### src/rtl/mdu_ctrl_pkg.sv
// Shared definitions for the EX-stage multiply/divide sequencer: SPECIAL funct codes and FSM
// state type.
package mdu_ctrl_pkg;

  localparam logic [5:0] FUNCT_MTHI  = 6'h11;
  localparam logic [5:0] FUNCT_MTLO  = 6'h13;
  localparam logic [5:0] FUNCT_MULT  = 6'h18;
  localparam logic [5:0] FUNCT_MULTU = 6'h19;
  localparam logic [5:0] FUNCT_DIV   = 6'h1A;
  localparam logic [5:0] FUNCT_DIVU  = 6'h1B;

  typedef enum logic [1:0] {
    StIdle,
    StCalc,
    StFix,
    StDone
  } mdu_state_e;

  function automatic logic is_muldiv(input logic [5:0] funct);
    return (funct >= FUNCT_MULT) && (funct <= FUNCT_DIVU);
  endfunction

endpackage

### src/rtl/mdu_ctrl_if.sv
// EX-stage request/response bundle between the pipeline and the multiply/divide sequencer.
interface mdu_ctrl_if #(
  parameter int unsigned DATA_W = 32
) ();

  logic              flush;
  logic              start;
  logic [5:0]        funct;
  logic [DATA_W-1:0] op_a;
  logic [DATA_W-1:0] op_b;
  logic              stall;
  logic              done;
  logic [DATA_W-1:0] hi;
  logic [DATA_W-1:0] lo;

  modport master (
    output flush, start, funct, op_a, op_b,
    input  stall, done, hi, lo
  );

  modport slave (
    input  flush, start, funct, op_a, op_b,
    output stall, done, hi, lo
  );

endinterface

### src/rtl/mdu_iter_step.sv
// One radix-2 iteration on a single shared adder: shift-add multiply or restoring divide.
module mdu_iter_step #(
  parameter int unsigned DATA_W = 32
) (
  input  logic [2*DATA_W-1:0] acc_i,
  input  logic [DATA_W-1:0]   operand_i,
  input  logic                div_i,
  output logic [2*DATA_W-1:0] acc_o,
  output logic                q_bit_o
);

  logic [DATA_W:0]   add_a;
  logic [DATA_W:0]   add_b;
  logic [DATA_W+1:0] sum;

  always_comb begin
    if (div_i) begin
      // Remainder already shifted left by one, including the bit carried out of the top.
      add_a = acc_i[2*DATA_W-1:DATA_W-1];
      add_b = {1'b0, operand_i};
    end else begin
      add_a = {1'b0, acc_i[2*DATA_W-1:DATA_W]};
      add_b = acc_i[0] ? {1'b0, operand_i} : '0;
    end

    sum = {1'b0, add_a} + ({1'b0, add_b} ^ {(DATA_W+2){div_i}})
        + {{(DATA_W+1){1'b0}}, div_i};

    if (div_i) begin
      q_bit_o = ~sum[DATA_W+1];
      // Quotient bit is left as zero here; the caller merges q_bit_o into bit 0.
      acc_o   = {q_bit_o ? sum[DATA_W-1:0] : acc_i[2*DATA_W-2:DATA_W-1],
                 acc_i[DATA_W-2:0], 1'b0};
    end else begin
      q_bit_o = 1'b0;
      acc_o   = {sum[DATA_W:0], acc_i[DATA_W-1:1]};
    end
  end

endmodule

### src/rtl/mdu_ctrl.sv
// Multiply/divide sequencer for EX: owns HI/LO, runs 32 iterations per MULT*/DIV* and stalls the
// pipeline until the result commits.
module mdu_ctrl
  import mdu_ctrl_pkg::*;
#(
  parameter int unsigned DATA_W = 32,
  parameter int unsigned CNT_W  = 6
) (
  input logic       clk,
  input logic       rst_n,
  mdu_ctrl_if.slave bus
);

  mdu_state_e          state_q, state_d;
  logic [CNT_W-1:0]    cnt_q, cnt_d;
  logic [2*DATA_W-1:0] acc_q, acc_d, acc_step;
  logic [DATA_W-1:0]   opnd_q, opnd_d;
  logic                div_q, div_d;
  logic                neg_q, neg_d;
  logic                rneg_q, rneg_d;
  logic [DATA_W-1:0]   hi_q, hi_d;
  logic [DATA_W-1:0]   lo_q, lo_d;
  logic                q_bit;
  logic                stall_c, done_c;

  logic                req_div, req_signed, a_neg, b_neg;
  logic [DATA_W-1:0]   abs_a, abs_b, quot_fix, rem_fix;
  logic [2*DATA_W-1:0] prod_fix;

  mdu_iter_step #(
    .DATA_W (DATA_W)
  ) u_step (
    .acc_i     (acc_q),
    .operand_i (opnd_q),
    .div_i     (div_q),
    .acc_o     (acc_step),
    .q_bit_o   (q_bit)
  );

  always_comb begin
    req_div    = (bus.funct == FUNCT_DIV) || (bus.funct == FUNCT_DIVU);
    req_signed = (bus.funct == FUNCT_MULT) || (bus.funct == FUNCT_DIV);
    a_neg      = req_signed & bus.op_a[DATA_W-1];
    b_neg      = req_signed & bus.op_b[DATA_W-1];
    abs_a      = a_neg ? (~bus.op_a + 1'b1) : bus.op_a;
    abs_b      = b_neg ? (~bus.op_b + 1'b1) : bus.op_b;

    prod_fix   = neg_q ? (~acc_q + 1'b1) : acc_q;
    quot_fix   = neg_q ? (~acc_q[DATA_W-1:0] + 1'b1) : acc_q[DATA_W-1:0];
    rem_fix    = rneg_q ? (~acc_q[2*DATA_W-1:DATA_W] + 1'b1) : acc_q[2*DATA_W-1:DATA_W];
  end

  always_comb begin
    state_d = state_q;
    cnt_d   = cnt_q;
    acc_d   = acc_q;
    opnd_d  = opnd_q;
    div_d   = div_q;
    neg_d   = neg_q;
    rneg_d  = rneg_q;
    hi_d    = hi_q;
    lo_d    = lo_q;
    stall_c = 1'b0;
    done_c  = 1'b0;

    unique case (state_q)
      StIdle: begin
        if (bus.start) begin
          if (bus.funct == FUNCT_MTHI) begin
            hi_d = bus.op_a;
          end else if (bus.funct == FUNCT_MTLO) begin
            lo_d = bus.op_a;
          end else if (is_muldiv(bus.funct)) begin
            stall_c = 1'b1;
            if (req_div && (bus.op_b == '0)) begin
              state_d = StDone;
            end else begin
              // Multiply keeps the multiplier in the low half; divide keeps the dividend there.
              acc_d   = {{DATA_W{1'b0}}, req_div ? abs_a : abs_b};
              opnd_d  = req_div ? abs_b : abs_a;
              div_d   = req_div;
              neg_d   = a_neg ^ b_neg;
              rneg_d  = a_neg;
              cnt_d   = '0;
              state_d = StCalc;
            end
          end
        end
      end
      StCalc: begin
        stall_c = 1'b1;
        acc_d   = acc_step | {{(2*DATA_W-1){1'b0}}, q_bit};
        cnt_d   = cnt_q + 1'b1;
        if (cnt_q == CNT_W'(DATA_W - 1)) begin
          cnt_d   = '0;
          state_d = StFix;
        end
      end
      StFix: begin
        stall_c = 1'b1;
        if (div_q) begin
          lo_d = quot_fix;
          hi_d = rem_fix;
        end else begin
          hi_d = prod_fix[2*DATA_W-1:DATA_W];
          lo_d = prod_fix[DATA_W-1:0];
        end
        state_d = StDone;
      end
      StDone: begin
        done_c  = 1'b1;
        state_d = StIdle;
      end
      default: state_d = StIdle;
    endcase

    if (bus.flush) begin
      state_d = StIdle;
      cnt_d   = '0;
      hi_d    = hi_q;
      lo_d    = lo_q;
      stall_c = 1'b0;
      done_c  = 1'b0;
    end
  end

  always_ff @(posedge clk or negedge rst_n) begin
    if (!rst_n) begin
      state_q <= StIdle;
      cnt_q   <= '0;
      acc_q   <= '0;
      opnd_q  <= '0;
      div_q   <= 1'b0;
      neg_q   <= 1'b0;
      rneg_q  <= 1'b0;
      hi_q    <= '0;
      lo_q    <= '0;
    end else begin
      state_q <= state_d;
      cnt_q   <= cnt_d;
      acc_q   <= acc_d;
      opnd_q  <= opnd_d;
      div_q   <= div_d;
      neg_q   <= neg_d;
      rneg_q  <= rneg_d;
      hi_q    <= hi_d;
      lo_q    <= lo_d;
    end
  end

  // A start seen while reset is held must not hold the pipeline.
  assign bus.stall = stall_c & rst_n;
  assign bus.done  = done_c;
  assign bus.hi    = hi_q;
  assign bus.lo    = lo_q;

endmodule

### src/flat_wrapper.sv
// flat-port wrapper written by rule: the top's interface ports become plain ports
module mdu_ctrl_flat import mdu_ctrl_pkg::*;
#(
  parameter int unsigned DATA_W = 32,
  parameter int unsigned CNT_W  = 6
)
  (clk, rst_n, bus_flush, bus_start, bus_funct, bus_op_a, bus_op_b, bus_stall, bus_done, bus_hi, bus_lo);
  mdu_ctrl_if #(.DATA_W(DATA_W)) bus_i ();
  input logic clk;
  input logic rst_n;
  input wire logic [$bits(bus_i.flush)-1:0] bus_flush;
  input wire logic [$bits(bus_i.start)-1:0] bus_start;
  input wire logic [$bits(bus_i.funct)-1:0] bus_funct;
  input wire logic [$bits(bus_i.op_a)-1:0] bus_op_a;
  input wire logic [$bits(bus_i.op_b)-1:0] bus_op_b;
  output wire logic [$bits(bus_i.stall)-1:0] bus_stall;
  output wire logic [$bits(bus_i.done)-1:0] bus_done;
  output wire logic [$bits(bus_i.hi)-1:0] bus_hi;
  output wire logic [$bits(bus_i.lo)-1:0] bus_lo;
  assign bus_i.flush = bus_flush;
  assign bus_i.start = bus_start;
  assign bus_i.funct = bus_funct;
  assign bus_i.op_a = bus_op_a;
  assign bus_i.op_b = bus_op_b;
  assign bus_stall = bus_i.stall;
  assign bus_done = bus_i.done;
  assign bus_hi = bus_i.hi;
  assign bus_lo = bus_i.lo;
  mdu_ctrl #(.DATA_W(DATA_W), .CNT_W(CNT_W)) u_core (.clk(clk), .rst_n(rst_n), .bus(bus_i));
endmodule
### config.mk
export PLATFORM = sky130hd
export DESIGN_NAME = mdu_ctrl_flat
export DESIGN_NICKNAME = d
export VERILOG_FILES = /design/src/rtl/mdu_ctrl_pkg.sv /design/src/rtl/mdu_ctrl_if.sv /design/src/rtl/mdu_iter_step.sv /design/src/rtl/mdu_ctrl.sv /design/src/flat_wrapper.sv
export SDC_FILE = /design/constraint.sdc
export NUM_CORES = 1
export LEC_CHECK = 0
export ABC_CLOCK_PERIOD_IN_PS = 6000
export BUFFER_PORTS_ARGS = -buffer_cell sky130_fd_sc_hd__buf_2
export CAP_MARGIN = 10
export CORE_ASPECT_RATIO = 0.7
export CORE_MARGIN = 2
export CORE_UTILIZATION = 35
export DETAILED_ROUTE_END_ITERATION = 12
export GPL_ROUTABILITY_DRIVEN = 0
export PLACE_DENSITY_LB_ADDON = 0.15
export RECOVER_POWER = 50
export SLEW_MARGIN = 0
export SYNTH_ARGS = -nofsm -noshare
export SYNTH_HDL_FRONTEND = slang
export SYNTH_HIERARCHICAL = 1
export SYNTH_SLANG_ARGS = --single-unit
### constraint.sdc
create_clock -name clk -period 6 [get_ports clk]
set_input_delay 0.6 -clock clk [delete_from_list [all_inputs] [get_ports clk]]
set_output_delay 0.6 -clock clk [all_outputs]
set_load 0.01 [all_outputs]
==> impl_results.md, run 1 <==
- Status: finished with violations
- Failing checks: max-capacitance violations, max-slew violations
- DR iter-0 viols: 2143
- Register clock-pin slew on the reported worst setup and hold paths: 0.07 ns
- Area of the die: between 0.04 and 0.05 sq mm
- Hold_buf cts: 0
- Final net count: around 2100
- Yosys warns: 6
- RSZ-0062 raised after global routing: no
- Syn Std Cell Area: 0.0149 sq mm
- # rows: between 60 and 70
- Post-CTS setup buffers: 0
- Port Buffer Count: 139
- Max Clk Rate: between 150 and 200 MHz
- Global-route wire length before repair: between 90 and 100 mm
- Max-slew headroom: -85.2%
- Share of post-route cells with drive strength above 1: around 14%
- Worst IR Drop VDD: 178 uV
- Leakage: slightly below 7 nW
- Crit path DAT: 5.67 ns
- Seq cells post-synth: 171
- Synth top area cells: dfrtp_1 29%, nand2_1 6.9%, o21ai_0 5.6%
- Area Overhead vs Synth: 11.3%
- Worst-Skew Late Latency: 0.46 ns
- Via count: around 15000
- Largest net degree at the start of global routing: 129
- FF-to-FF Start: u_core/div_q
- Worst r2r path cells: 20
- Post-Place Worst Slack: 0.796 ns
- Yosys top cell by area: dfrtp_1
- GRT Total Usage: 27.7%
- Root Buffer: clkbuf_16
- Post-DRT Antenna Nets: 0
- Min-delay src: u_core/bus.lo[1]
- Dpl hpwl: 47.9 mm
- Mapped Nets: 1996
- Wire per inst: roughly 25 um
- Die Y-Extent: 176 um
- Fin crit share: 88.8%
- # resized after CTS: 0
- Ports: 140
- Detailed Routing Iterations Pass 1: 6
- Top cell type's share of synthesized area: 28.8%
- Drc violations: 0
- Crit path max fanout: 32
- Dpl cell area: 0.0160 sq mm
- Starting Density: 35.3%
- FFs w/ async S/R, synth: 100%
- Setup WS post-layout: 0.673 ns
- Worst Setup EP: u_core/acc_q[59]
- Crit. Startpoint: u_core/div_q
- Critical path required time: around 6.4 ns
- Register area share after synthesis: 28.8%
- Total Routed Length: 62.4 mm
- Final worst path period need: around 5.3 ns
- Worst Clk Skew: 0.0165 ns
- Reg-to-reg critical path endpoint: u_core/acc_q[59]
- Syn Inst Count: 1879
- Total clock sinks: 171
- H-tree depth: 4
- Class of the worst hold path: flop to flop
- CP startpoint kind: flop
- Sequential Area: 0.00428 sq mm
- Slew Limit Fails: 175
- Via/cell ratio: 6.17
- Sum Neg Setup Slack: 0 ns
- Number of synthesized flops with an enable pin: 0
- Reg2reg setup slack: 0.67 ns
- Average cell area after synthesis: 7.92 sq um
- Slew at the pin with the worst max-slew slack: 2.78 ns
- Initial antenna violation count: 0
- CTS buffer count: 17
- CTS tree: done
- Die width: 250 um
- Fillers: about 4400
- Multi-input combinational cell area: 0.0100 sq mm
- CTS max path bufs: 2
- Core footprint: ~0.042 sq mm
- Ant diodes: 0
- Setup-failing EPs final: 0
- Max_cap viols: 2
- Vias in the first global route: ~14000
- Crit path kind: flop to flop
- Cell area after layout: 0.0166 sq mm
- GR Overflow Total: 0
- Final hold viol count: 0
- Distinct cells, synth: ~90
- Primary FF master, synth: dfrtp_1
- Cell with the most instances after synthesis: nand2_1
- Crit end category: flop
- Most frequent cells after synthesis: 275 x nand2_1, 171 x dfrtp_1, 167 x o21ai_0, 126 x nor2_1, 109 x a21oi_1
- Pwr/cell area: 408 mW/mm^2
-- worst min path at each step --
stage / depth (start not counted) / to / slack [ns]
after floorplan: 0 / u_core/acc_q[0] / 0.30
after global placement: 1 / u_core/bus.lo[30] / 0.45
after detailed placement: 1 / u_core/bus.lo[16] / 0.46
after CTS: 1 / u_core/bus.hi[15] / 0.09
after global routing: 1 / u_core/bus.lo[16] / 0.49
final: 2 / u_core/bus.lo[1] / 0.48
-- cell families after synthesis --
logic type               share of synthesized area (%)
buffers and inverters                             4.20
AO/OA/AOI/OAI                                     24.5
adder cells (fa/ha/maj)                           3.67
AND/OR/NAND/NOR                                   23.8
flip-flops                                        28.8
XOR/XNOR                                          7.77
multiplexers                                      7.28
-- cell type report --
| type | count | share of cell area (%) |
|---|---|---|
| Multi-Input combinational cell | 1552 | 60.4 |
| Tap cell | 552 | 4.17 |
| Sequential cell | 171 | 25.9 |
| Inverter | 29 | 0.658 |
| Clock buffer | 22 | 2.86 |
| Timing Repair Buffer | 167 | 5.31 |
| Clock inverter | 10 | 0.695 |
-- power breakdown --
group	leakage, nW	internal (W)	switching (W)
Clock	0.283	0.000647	0.000520
Combinational	4.48	0.00135	0.00212
Sequential	2.15	0.00146	0.000664
-- state kept, by name, summed over array words and instances (netlist names) --
| register | cells |
|---|---|
| u_core/acc_q | 64 |
| u_core/bus.hi | 32 |
| u_core/bus.lo | 32 |
| u_core/opnd_q | 32 |
| u_core/cnt_q | 6 |
| u_core/state_q | 2 |
| u_core/div_q | 1 |
| u_core/neg_q | 1 |
| u_core/rneg_q | 1 |
-- cell usage in the layout, fill, tap and decap left out, drive strengths merged, types with 16 or more instances in the layout --
cell	Yosys	layout
a211oi	24	24
a21o	32	32
a21oi	110	110
a31oi	25	25
and3	28	28
buf	23	132
clkbuf	104	57
dfrtp	171	171
ha	42	42
inv	29	30
mux2	65	65
mux2i	35	35
nand2	276	276
nand3	81	81
nand4	27	27
nor2	126	126
nor3	54	54
nor4	36	36
o21ai	175	175
o31ai	30	30
o41ai	25	25
or3	16	16
xnor2	71	71
xor2	61	61
-- layer usage --
layer / vias up / GRT usage (%) / wire, um
met1: 7498 / 44.5 / 30700
met4: 0 / 5.86 / 1040
met2: 834 / 35.1 / 23400
met3: 45 / 8.14 / 7270
met5: - / 0 / 0
li1: 7072 / - / -
-- per-stage QoR --
stage / hold slack (ns) / total power [W] / std cells / util, %
floorplan: 0.304 / 0.00425 / 1879 / -
global placement: 0.454 / 0.00545 / 2470 / 38.0
detailed placement: 0.462 / 0.00548 / 2470 / 38.0
CTS: 0.0929 / 0.00665 / 2502 / 39.4
global route: 0.488 / 0.00715 / 2503 / 39.3
finish: 0.483 / 0.00676 / 2503 / 39.3
-- worst max-delay path, stage by stage, from the launching register on --
cell	delay, ns
dfrtp_4	0.67
nor2b_2	0.71
buf_4	0.34
nand2_1	0.07
o21ai_0	0.07
ha_1	0.34
nand2_1	0.13
nor2_1	0.07
a221oi_1	0.35
o221ai_1	0.18
a31oi_1	0.45
a21oi_1	0.15
a211oi_1	0.27
nor2_1	0.07
ha_1	0.31
inv_1	0.25
and3_1	0.29
mux2i_1	0.22
nand3_1	0.11
nand3_1	0.09
nand2_1	0.07
No activity file was read; power rests on OpenSTA's default activity.
==> run 2, diff against run 1 <==
==> constraint.sdc (replaced) <==
create_clock -name clk -period 6 [get_ports clk]
set_input_delay 0.3 -clock clk [delete_from_list [all_inputs] [get_ports clk]]
set_output_delay 0.3 -clock clk [all_outputs]
set_load 0.01 [all_outputs]
==> impl_results.md, run 2 (synthesis results as in run 1) <==
- Failing checks: max-capacitance violations, max-slew violations (unchanged)
- Commonest non-fill, non-tap cells in the layout: 275 x nand2_1, 170 x dfrtp_1, 167 x o21ai_0 (unchanged)
- Ant diodes: 0 (unchanged)
- Final hold viol count: 0 (unchanged)
- Port Buffer Count: 139 (unchanged)
- Crit path DAT: 5.66 ns (was 5.67 ns)
- # resized after CTS: 0 (unchanged)
- GRT Total Usage: 28.0% (was 27.7%)
- Die width: 250 um (unchanged)
- Class of the worst hold path: input port to flop (was flop to flop)
- Drc violations: 0 (unchanged)
- Worst IR Drop VDD: 175 uV (was 178 uV)
- Crit path kind: flop to flop (unchanged)
- Total Routed Length: 62.7 mm (was 62.4 mm)
- CTS buffer count: 17 (unchanged)
- CTS max path bufs: 2 (unchanged)
- Die Y-Extent: 176 um (unchanged)
- Worst r2r path cells: 20 (unchanged)
- Fin crit share: 87.7% (was 88.8%)
- RSZ-0062 raised after global routing: no (unchanged)
- Ports: 140 (unchanged)
- Largest register FFs: 64 (unchanged)
- Status: finished with violations (unchanged)
- Post-DRT Antenna Nets: 0 (unchanged)
- Pwr/cell area: 406 mW/mm^2 (was 408 mW/mm^2)
- Hold EP: u_core/bus.lo[1] (unchanged)
- Area of the die: 0.0442 sq mm (unchanged)
- Post-layout util: 39.2% (was 39.3%)
- Final net count: 2056 (was 2055)
- Hold depth: 3 (was 2)
- Register clock-pin slew on the reported worst setup and hold paths: 0.07 ns (about the same)
- Biggest register: u_core/acc_q (unchanged)
- Total clock sinks: 171 (unchanged)
- Via/cell ratio: 6.15 (was 6.17)
- Starting Density: 35.3% (unchanged)
- Leakage: 6.82 nW (was 6.92 nW)
- Total power: 0.00671 W (was 0.00676 W)
- Dpl hpwl: 47.7 mm (was 47.9 mm)
- Core footprint: 0.0421 sq mm (unchanged)
- Detailed Routing Iterations Pass 1: 6 (unchanged)
- CP startpoint kind: flop (unchanged)
- Crit path max fanout: 39 (was 32)
- Share of post-route cells with drive strength above 1: 12.8% (was 14.2%)
- Via count: 15400 (about the same)
- Wire per inst: 25.0 um (was 24.9 um)
- Reg2reg setup slack: 0.74 ns (was 0.67 ns)
- Global-route wire length before repair: 92.8 mm (was 91.8 mm)
- Slowest cell delay on critical path: 0.72 ns (was 0.71 ns)
- Crit path cell chain: nor2b_2 -> buf_4 -> nand2_1 -> o21ai_0 -> ha_1 -> o21a_1 -> o21a_1 -> o32ai_1 -> o221ai_1 -> a31oi_1 -> a21oi_1 -> a211oi_1 -> nor2_1 -> ha_1 -> inv_1 -> and3_1 -> mux2i_1 -> o211ai_1 -> nand3_1 -> nand2_1 (was nor2b_2 -> buf_4 -> nand2_1 -> o21ai_0 -> ha_1 -> nand2_1 -> nor2_1 -> a221oi_1 -> o221ai_1 -> a31oi_1 -> a21oi_1 -> a211oi_1 -> nor2_1 -> ha_1 -> inv_1 -> and3_1 -> mux2i_1 -> nand3_1 -> nand3_1 -> nand2_1)
- Multi-input combinational cell area: 0.0100 sq mm (unchanged)
- Sequential Area: 0.00428 sq mm (unchanged)
- DR iter-0 viols: 2226 (was 2143)
- Crit end category: flop (unchanged)
- CTS tree: done (unchanged)
- GR Overflow Total: 0 (unchanged)
- Setup-failing EPs final: 0 (unchanged)
- Initial antenna violation count: 0 (unchanged)
- Sum Neg Setup Slack: 0 ns (unchanged)
- Max-slew headroom: -190% (was -85.2%)
- Root Buffer: clkbuf_16 (unchanged)
- Area Overhead vs Synth: 11.0% (was 11.3%)
- H-tree depth: 4 (unchanged)
- Reg-to-reg critical path endpoint: u_core/acc_q[48] (was u_core/acc_q[59])
- Fillers: 4396 (was 4407)
- Largest net degree at the start of global routing: 90 (was 129)
- Slew Limit Fails: 84 (was 175)
- Highest-delay cell along the critical path: nor2b_2 (unchanged)
- Max Clk Rate: 190 MHz (was 188 MHz)
- Min-delay src: bus_op_a[1] (was u_core/bus.lo[1])
- Max_cap viols: 1 (was 2)
- Worst-Skew Late Latency: 0.46 ns (about the same)
- Worst Clk Skew: 0.00988 ns (was 0.0165 ns)
- Vias in the first global route: 13700 (was 13600)
- Final worst path period need: 5.26 ns (was 5.33 ns)
- Post-CTS setup buffers: 0 (unchanged)
- FF-to-FF Start: u_core/div_q (unchanged)
- Critical path required time: 6.39 ns (was 6.35 ns)
- # rows: 63 (unchanged)
- Slew at the pin with the worst max-slew slack: 4.35 ns (was 2.78 ns)
- Tightest hold margin: 0.228 ns (was 0.483 ns)
- Most common cell after layout, fill and taps aside: nand2_1 (unchanged)
==> run 2: critical path: cells and delay by family, from the launching register on <==
| family | cells | cell delay [ns] |
|---|---|---|
| adder cells (fa/ha/maj) | 2 | 0.66 |
| AO/OA/AOI/OAI | 9 | 1.73 |
| buffers and inverters | 2 | 0.76 |
| flip-flops | 1 | 0.66 |
| multiplexers | 1 | 0.07 |
| AND/OR/NAND/NOR | 6 | 1.30 |
==> run 2: how the worst max path moves through the flow <==
| stage | from | end | depth (start not counted) |
|---|---|---|---|
| after floorplan | u_core/div_q | u_core/acc_q[62] | 21 |
| after global placement | u_core/div_q | u_core/acc_q[57] | 19 |
| after detailed placement | u_core/div_q | u_core/acc_q[48] | 20 |
| after CTS | u_core/div_q | u_core/acc_q[48] | 20 |
| after global routing | u_core/div_q | u_core/acc_q[48] | 19 |
| final | u_core/div_q | u_core/acc_q[48] | 20 |
==> run 2: layout make-up <==
type / instances / area share [%]
flip-flops and latches: 171 / 25.9
well taps: 552 / 4.18
clock inverters: 13 / 0.705
inverters: 29 / 0.659
repair buffers: 168 / 5.17
multi-input cells: 1552 / 60.6
clock buffers: 19 / 2.74
==> run 2: repair_timing <==
item / in CTS / in global routing
hold endpoints to repair: 82 / 0
endpoints found under the setup margin: 0 / 0
hold buffers: 1 / 0
==> run 2: per-stage QoR <==
stage	std cells	setup WS [ns]	area, sq um
floorplan	1879	1.15	14900
global placement	2470	0.917	16000
detailed placement	2470	0.811	16000
CTS	2503	0.794	16600
global route	2504	0.295	16500
finish	2504	0.739	16500
==> run 2: power by group <==
| part | leakage [nW] | internal [W] | switching (W) |
|---|---|---|---|
| Combinational | 4.39 | 0.00134 | 0.00212 |
| Clock | 0.276 | 0.000597 | 0.000536 |
| Sequential | 2.15 | 0.00146 | 0.000660 |
==> run 2: per-layer routing <==
metal	share of wire, %	GRT usage (%)	vias up
li1	-	-	7077
met1	49	44.9	7473
met2	38	35.9	804
met3	12	8.83	38
met4	0.80	3.62	2
met5	0.13	1.43	-
